**config.mk**
```make
export PLATFORM = sky130hd
export DESIGN_NAME = rom_port_arbiter
export DESIGN_NICKNAME = d
export VERILOG_FILES = /design/src/rtl/rom_port_arbiter_pkg.sv /design/src/rtl/rom_port_arbiter_load_align.sv /design/src/rtl/rom_port_arbiter.sv
export SDC_FILE = /design/constraint.sdc
export NUM_CORES = 1
export LEC_CHECK = 0
export BUFFER_PORTS_ARGS = -buffer_cell sky130_fd_sc_hd__buf_2
export CORE_UTILIZATION = 40
export CTS_CLUSTER_SIZE = 10
export DETAILED_ROUTE_END_ITERATION = 8
export GPL_TIMING_DRIVEN = 0
export PLACE_DENSITY = 0.77
export SLEW_MARGIN = 10
export SYNTH_ARGS = -nofsm -noshare
export SYNTH_HDL_FRONTEND = slang
export SYNTH_SLANG_ARGS = --single-unit
```
**constraint.sdc**
```tcl
create_clock -name clk -period 3.9 [get_ports clk]
set_clock_uncertainty 0.1 [all_clocks]
set_input_delay 0.39 -clock clk [delete_from_list [all_inputs] [get_ports clk]]
set_output_delay 0.39 -clock clk [all_outputs]
set_load 0.01 [all_outputs]
```
**src/rtl/rom_port_arbiter_pkg.sv**
```systemverilog
// Shared definitions for the ROM read-port arbiter: load encodings, requester IDs and
// default geometry.
package rom_port_arbiter_pkg;

    localparam logic [2:0] LB  = 3'b000;
    localparam logic [2:0] LH  = 3'b001;
    localparam logic [2:0] LW  = 3'b010;
    localparam logic [2:0] LBU = 3'b100;
    localparam logic [2:0] LHU = 3'b101;

    typedef enum logic {
        REQ_IF = 1'b0,
        REQ_D  = 1'b1
    } req_id_e;

    localparam int unsigned DEFAULT_DEPTH = 65;
    localparam int unsigned DEFAULT_IDX_W = 7;

endpackage

```
**src/rtl/rom_port_arbiter_load_align.sv**
```systemverilog
// Combinational load extractor: selects byte/halfword/word from a 32-bit word and
// sign/zero-extends it. Misaligned accesses return 0 with misalign set.
module rom_port_arbiter_load_align
    import rom_port_arbiter_pkg::*;
(
    input  logic [31:0] word,
    input  logic [1:0]  addr,
    input  logic [2:0]  funct3,
    output logic [31:0] data,
    output logic        misalign
);

    logic [15:0] shifted;

    assign shifted = 16'(word >> {addr, 3'b000});

    always_comb begin
        data     = '0;
        misalign = 1'b0;
        case (funct3)
            LB:  data = {{24{shifted[7]}}, shifted[7:0]};
            LBU: data = {24'b0, shifted[7:0]};
            LH, LHU: begin
                if (addr[0]) begin
                    misalign = 1'b1;
                end else begin
                    data = {{16{(funct3 == LH) && shifted[15]}}, shifted[15:0]};
                end
            end
            // lw and the reserved encodings
            default: begin
                if (addr != 2'b00) begin
                    misalign = 1'b1;
                end else begin
                    data = word;
                end
            end
        endcase
    end

endmodule

```
**src/rtl/rom_port_arbiter.sv**
```systemverilog
// Shares the instruction ROM read port between fetch (IF) and loads (D), one grant per
// cycle, data returned one cycle later. Define ARB_RR_EN for round-robin arbitration.
module rom_port_arbiter
    import rom_port_arbiter_pkg::*;
#(
    parameter int unsigned DEPTH    = DEFAULT_DEPTH,
    parameter int unsigned IDX_W    = DEFAULT_IDX_W,
    parameter int unsigned MAX_WAIT = 3
) (
    input  logic             clk,
    input  logic             rst,
    input  logic             if_req,
    input  logic [31:0]      if_addr,
    output logic             if_gnt,
    output logic             if_rvalid,
    output logic [31:0]      if_rdata,
    input  logic             d_req,
    input  logic [31:0]      d_addr,
    input  logic [2:0]       d_funct3,
    output logic             d_gnt,
    output logic             d_rvalid,
    output logic [31:0]      d_rdata,
    output logic             d_misalign,
    output logic [IDX_W-1:0] mem_idx,
    input  logic [31:0]      mem_rdata
);

    logic             any_gnt;
    logic [IDX_W+1:0] gnt_addr;
    logic             oob;

    logic        valid_q;
    req_id_e     owner_q;
    logic [31:0] word_q;
    logic [1:0]  off_q;
    logic [2:0]  funct3_q;

    logic [31:0] al_data;
    logic        al_misalign;

`ifdef ARB_RR_EN
    req_id_e last_q, last_d;

    always_ff @(posedge clk or posedge rst) begin
        if (rst) begin
            last_q <= REQ_IF;
        end else begin
            last_q <= last_d;
        end
    end

    always_comb begin
        if_gnt = 1'b0;
        d_gnt  = 1'b0;
        if (!rst) begin
            if (if_req && d_req) begin
                if (last_q == REQ_D) begin
                    if_gnt = 1'b1;
                end else begin
                    d_gnt = 1'b1;
                end
            end else begin
                if_gnt = if_req;
                d_gnt  = d_req;
            end
        end
    end

    always_comb begin
        last_d = last_q;
        if (if_gnt) begin
            last_d = REQ_IF;
        end else if (d_gnt) begin
            last_d = REQ_D;
        end
    end
`else
    localparam int unsigned WAIT_W = (MAX_WAIT > 0) ? $clog2(MAX_WAIT + 1) : 1;

    logic [WAIT_W-1:0] wait_q, wait_d;
    logic              starved;

    assign starved = (wait_q == WAIT_W'(MAX_WAIT));

    always_ff @(posedge clk or posedge rst) begin
        if (rst) begin
            wait_q <= '0;
        end else begin
            wait_q <= wait_d;
        end
    end

    // D has priority unless IF has been denied MAX_WAIT cycles in a row
    always_comb begin
        if_gnt = 1'b0;
        d_gnt  = 1'b0;
        if (!rst) begin
            if (if_req && starved) begin
                if_gnt = 1'b1;
            end else if (d_req) begin
                d_gnt = 1'b1;
            end else if (if_req) begin
                if_gnt = 1'b1;
            end
        end
    end

    always_comb begin
        wait_d = wait_q;
        if (!if_req || if_gnt) begin
            wait_d = '0;
        end else if (!starved) begin
            wait_d = wait_q + 1'b1;
        end
    end
`endif

    assign any_gnt  = if_gnt | d_gnt;
    assign gnt_addr = d_gnt ? d_addr[IDX_W+1:0] : if_addr[IDX_W+1:0];
    assign mem_idx  = any_gnt ? gnt_addr[IDX_W+1:2] : '0;
    assign oob      = (32'(mem_idx) >= DEPTH);

    always_ff @(posedge clk or posedge rst) begin
        if (rst) begin
            valid_q  <= 1'b0;
            owner_q  <= REQ_IF;
            word_q   <= '0;
            off_q    <= '0;
            funct3_q <= '0;
        end else begin
            valid_q <= any_gnt;
            if (any_gnt) begin
                owner_q  <= d_gnt ? REQ_D : REQ_IF;
                word_q   <= oob ? 32'b0 : mem_rdata;
                off_q    <= gnt_addr[1:0];
                funct3_q <= d_funct3;
            end
        end
    end

    rom_port_arbiter_load_align u_load_align (
        .word     (word_q),
        .addr     (off_q),
        .funct3   (funct3_q),
        .data     (al_data),
        .misalign (al_misalign)
    );

    assign if_rvalid  = valid_q && (owner_q == REQ_IF);
    assign d_rvalid   = valid_q && (owner_q == REQ_D);
    assign if_rdata   = if_rvalid ? word_q : 32'b0;
    assign d_rdata    = d_rvalid ? al_data : 32'b0;
    assign d_misalign = d_rvalid & al_misalign;

    // Address bits above the ROM index are deliberately dropped
    logic unused_addr;
    assign unused_addr = ^{if_addr[31:IDX_W+2], d_addr[31:IDX_W+2]};

endmodule

```
# Word level (Yosys, flattened, before mapping)
# Index checks and enable logic that the tools add are counted.
# classes
bitwise	3
mux	21
n_shift	1
n_reduce_logical	10
mul	0
eq_ne	5
order_cmp	1
add_sub_neg	1
n_div	0
# ops
cell	n
32-bit two-way mux	5
32-bit case mux with 3 select lines	1
32-bit by 5-bit right shift with 16-bit output	1
1-bit two-way mux	10
9-bit two-way mux	1
7-bit >= comparator, second input constant	1
7-bit two-way mux	1
3-bit equality test, second input constant	2
1-bit logical AND	4
2-bit two-way mux	2
2-bit OR reduction	2
3-bit by 1-bit equality test with 1-bit output, second input constant	1
3-bit logical NOT	1
2-bit by 1-bit adder with 2-bit output, second input constant	1
2-bit equality test, second input constant	1
2-bit by 1-bit != test with 1-bit output, second input constant	1
1-bit case mux with 2 select lines	1
2-bit nonzero test	1
1-bit bitwise AND	1
1-bit logical NOT	1
1-bit logical OR	1
1-bit inverter	1
1-bit bitwise OR	1
# word_totals
register_bits	41
latchBits	0
output_inout_bits	76
mem_count	0
ramBits	0
wordCells	48
mem_bits_ro	0
inputBits	103

# Longest topological paths before layout
# depth
ltp_word	8
depth_mapped	8
depth_no_buf	7

# Modules after synthesis
# A second synthesis with hierarchy kept.
# hier_totals
hier_cells	393
hier_area_um2	3169.3
# by_module_without_submodules
mod	area_each_um2	n_inst	cells_each	seq_area_each_um2
rom_port_arbiter	2437.3	1	277	1026.0
rom_port_arbiter_load_align	732.0	1	116	0.0

# Least setup slack after synthesis
# OpenSTA, ideal clock, no wires.
# synth_timing
path_kind	in2out
from	input rst
to	output mem_idx[6]
stages	6
arrival_time_ns	2.583
n_path_buf	2
setup_slack_ns	0.827
required_time_ns	3.410
cell_sequence	inv_1 -> clkbuf_1 -> and2_1 -> buf_4 -> mux2i_1 -> inv_1
# synth_via
elab_chain_cells	3
word_cells_on_any_way	5
cone_classes	mux (4); bitwise (1)
# synth_lines
item	line	rtl
from (decl)	rom_port_arbiter.sv:11	input logic rst,
1-bit two-way mux *	rom_port_arbiter.sv:97	if (!rst) begin
named net d_gnt	rom_port_arbiter.sv:20	output logic d_gnt,
9-bit two-way mux or 1-bit bitwise OR (tied branches)	rom_port_arbiter.sv:119, rom_port_arbiter.sv:118	
7-bit two-way mux *	rom_port_arbiter.sv:120	assign mem_idx = any_gnt ? gnt_addr[IDX_W+1:2] : '0;
to (decl)	rom_port_arbiter.sv:24	output logic [IDX_W-1:0] mem_idx,
# The timed path passes the listed nets; every way through them passes the cells marked *.

# Worst setup path after layout
# layout_timing
from	register word_q[31]
to	output d_rdata[10]
# layout_via
elab_chain_cells	3
# layout_lines
item	line	rtl
from (decl)	rom_port_arbiter.sv:34	logic [31:0] word_q;
from (signal assigned)	rom_port_arbiter.sv:134	word_q <= oob ? 32'b0 : mem_rdata;
32-bit by 5-bit right shift with 16-bit output	rom_port_arbiter_load_align.sv:15	assign shifted = 16'(word >> {addr, 3'b000});
32-bit case mux with 3 select lines	rom_port_arbiter_load_align.sv:20	case (funct3)
32-bit two-way mux	rom_port_arbiter.sv:152	assign d_rdata = d_rvalid ? al_data : 32'b0;
to (decl)	rom_port_arbiter.sv:22	output logic [31:0] d_rdata,
# No other way between the ends.

==> metrics.csv <==
stage,metric,value,unit
placed_design,GPL Wtd Cong,0.9161,
worst_setup_path,Worst setup EP type,output pin,
worst_setup_path,RR Startpoint,wait_q[0],
timing,Slew @ Worst Pin,686.5,ps
timing,RSZ-0062 raised after global routing,no,
yosys,Mapped Area,0.002671,mm2
yosys,ranking of synthesized cells by area,"dfrtp_1 (38%), nand2_1 (11%), and2_1 (9.1%)",
floorplanning,die width,83.72,um
floorplanning,area of the die,0.007009,mm2
yosys,Post-synth EDFFs,0,
yosys,Post-synth top flop,dfrtp_1,
cts,post-CTS resize count,0,
power_and_ir_drop,Internal Pwr Total,0.0007936,W
power_and_ir_drop,Clock power frac,25.4,%
yosys,post-synth net total,440,
timing,slew margin rel.,53.96,%
global_route,Overflow after GRT,0,
cts,CTS H-tree depth,2,
cts,TritonCTS Buffers,5,
timing,final hold vios,0,
finish,Final Net Count,580,
finish,# diodes,0,
worst_setup_path,r2r setup slk,1560,ps
routing,Post-Route WL,8236,um
global_route,largest net degree at the start of global routing,35,
placed_design,dpl ws,1235,ps
yosys,Syn. warnings,0,
worst_setup_path,Setup Crit Path Kind,reg2out,
timing,# setup viols final,0,
yosys,synth cell count leaders,"nand2_1 (79), dfrtp_1 (41), and2_1 (39)",
placed_design,Port-buffer cells,132,
global_route,GR Util All Layers,23.24,%
routing,Vias,2885,
global_route,first-pass GRT wire length,13020,um
timing,Final Cycle Share,74.56,%
yosys,#FFs+latches synth,41,
cts,hold_buf cts,0,
routing,drt first-iter violations,169,
hold_path,HP Class,in2async,
routing,drt first pass iters,4,
routing,DRC viols,0,
worst_setup_path,Reg2Reg Depth,8,
cts,"Setup Fix Bufs, Post-CTS",0,
global_route,vias in the first global route,2775,
routing,antenna-violating nets left,0,
yosys,Post-synth ARST share,100.0,%
worst_setup_path,Setup crit start kind,register,
yosys,synthesized area per cell,7.950,um2
worst_setup_path,Worst path max stage delay,570,ps
yosys,"Seq/Total Area, Yosys",38.41,%
yosys,dominant cell type by area after synthesis,dfrtp_1,
power_and_ir_drop,worst vdd ir,0.1601,mV
job,max capacitance violation total,0,
floorplanning,Core Rows,29,
worst_setup_path,crit path max fanout,8,
global_route,initial antenna violation count,0,
outcome,status,completed,
worst_setup_path,Slowest cell on crit path,o31ai_2,
yosys,Synth Instances,336,
routing,Avg WL per Cell,14.87,um
timing,pins over their slew limit,0,
power_and_ir_drop,Leak,1.986,nW
routing,Vias/cell,5.208,
yosys,proportion of netlist area held by the largest area contributor,38.41,%
power_and_ir_drop,switching part of the total,34.46,%
timing,minimum clock period,2908,ps
timing,PnR worst setup slack,992.3,ps
floorplanning,Initial Util,41.83,%
worst_setup_path,CP Launch Point,word_q[31],
power_and_ir_drop,Comb pwr share,29.2,%
worst_setup_path,WP data required,3410,ps
cts,CTS tree,yes,
worst_setup_path,r2r endpoint,word_q[13],
worst_setup_path,CP Data Arrival Time,2420,ps
finish,Area Overhead vs Synth,32.93,%
cts,Root Driver,clkbuf_8,
floorplanning,I/O pin cnt,179,
cts,CTS sink cnt,41,
power_and_ir_drop,"Power, Total",0.001211,W
cts,Longest Clk Path Bufs,2,
timing,FMAX,343.9,MHz
yosys,unique cell type count in the Yosys netlist,34,
finish,layout cells sized above 1,34.17,%
placed_design,Post-DP HPWL,6462,um
timing,hold slack,164.0,ps
floorplanning,core area,0.006386,mm2
yosys,top-count cell post-synth,nand2_1,
power_and_ir_drop,pwr dens,341.0,mW/mm2
power_and_ir_drop,Switching Power,0.0004172,W
worst_setup_path,crit-path cells,mux4_2 -> nand2b_1 -> nor2_1 -> o31ai_2 -> a21oi_1 -> buf_2,
power_and_ir_drop,Seq pwr share,45.3,%
cts,clock latency on the worst-skew pair,290,ps
cts,"Reg clk slew, reported paths",80,ps
floorplanning,DIE HEIGHT,83.72,um
[registers in the layout, indices dropped and copies added (netlist names)]
name,count
funct3_q,3
off_q,2
owner_q,1
valid_q,1
wait_q,2
word_q,32
[worst max-delay path, delay by kind of cell, from the launching register on]
family | cells | cell delay (ps)
compound gates | 2 | 720
mux | 1 | 500
flops | 1 | 460
simple gates | 2 | 240
buf+inv | 1 | 190
[layer usage]
metal  vias up  global-route usage [%]  routed length [um]
li1       1418                       -                   -
met1      1321                   30.64                3651
met2       124                   38.58                3853
met3        22                   4.352                 562
met4         0                   7.396                 168
met5         -                       0                   0
[power by group through the flow]
stage          Clock (W)  Sequential, W  Combinational [W]
2_1_floorplan          0       0.000527           0.000235
4_1_cts         0.000308       0.000546           0.000354
6_report        0.000308       0.000549           0.000354
3_3_place_gp           0       0.000553           0.000342
5_1_grt         0.000328       0.000556           0.000394
3_5_place_dp           0       0.000555           0.000353
[worst max path at each step]
stage,endpoint
3_5_place_dp,word_q[31]
4_1_cts,d_rdata[22]
5_1_grt,d_rdata[23]
2_1_floorplan,mem_idx[6]
6_report,d_rdata[10]
3_3_place_gp,word_q[4]
[logic make-up (layout without fill, tap and decap cells)]
| kind of cell | count (synthesis) | count (layout) | synth area share (%) |
|---|---|---|---|
| flops | 41 | 41 | 38.41 |
| fa+ha+maj | 1 | 1 | 0.4683 |
| simple gates | 149 | 149 | 25.67 |
| mux | 12 | 12 | 5.340 |
| compound gates | 103 | 103 | 25.43 |
| buf+inv | 30 | 171 | 4.683 |
[metrics by stage]
stage	cell area, um2	setup TNS, ps	instances	util, %
2_1_floorplan	2671	0	336	-
3_3_place_gp	3428	-209.7	545	53.68
3_5_place_dp	3450	0	546	54.02
5_1_grt	3551	0	554	55.60
6_report	3551	0	554	55.60
4_1_cts	3551	0	554	55.60
[cell usage in the layout (no fill, tap or decap), drive strengths merged]
cell type  instances
a31oi              1
buf              138
a21oi             18
nor2              19
or3                1
nand2b             2
a32o               4
a21boi             2
o21ai             40
o31ai              1
a2bb2oi            1
mux4               1
dfrtp             41
nand3              1
inv                4
and2              39
a2111oi            1
clkinv             1
clkbuf            28
mux2               8
a32oi              2
a22oi             15
nor2b              6
mux2i              3
and3               2
ha                 1
nand2             79
a21o              18
[final cells by class]
cell class,instances,area [um2]
plain buffers,26,111.4
clock buffers,7,96.34
clock inverters,1,5.005
fillers,624,2835
inverters,4,15.01
multi-input cells,265,1520
flip-flops and latches,41,1026
well taps,77,96.34
repair buffers,133,680.7
No activity file was read; power rests on OpenSTA's default activity.
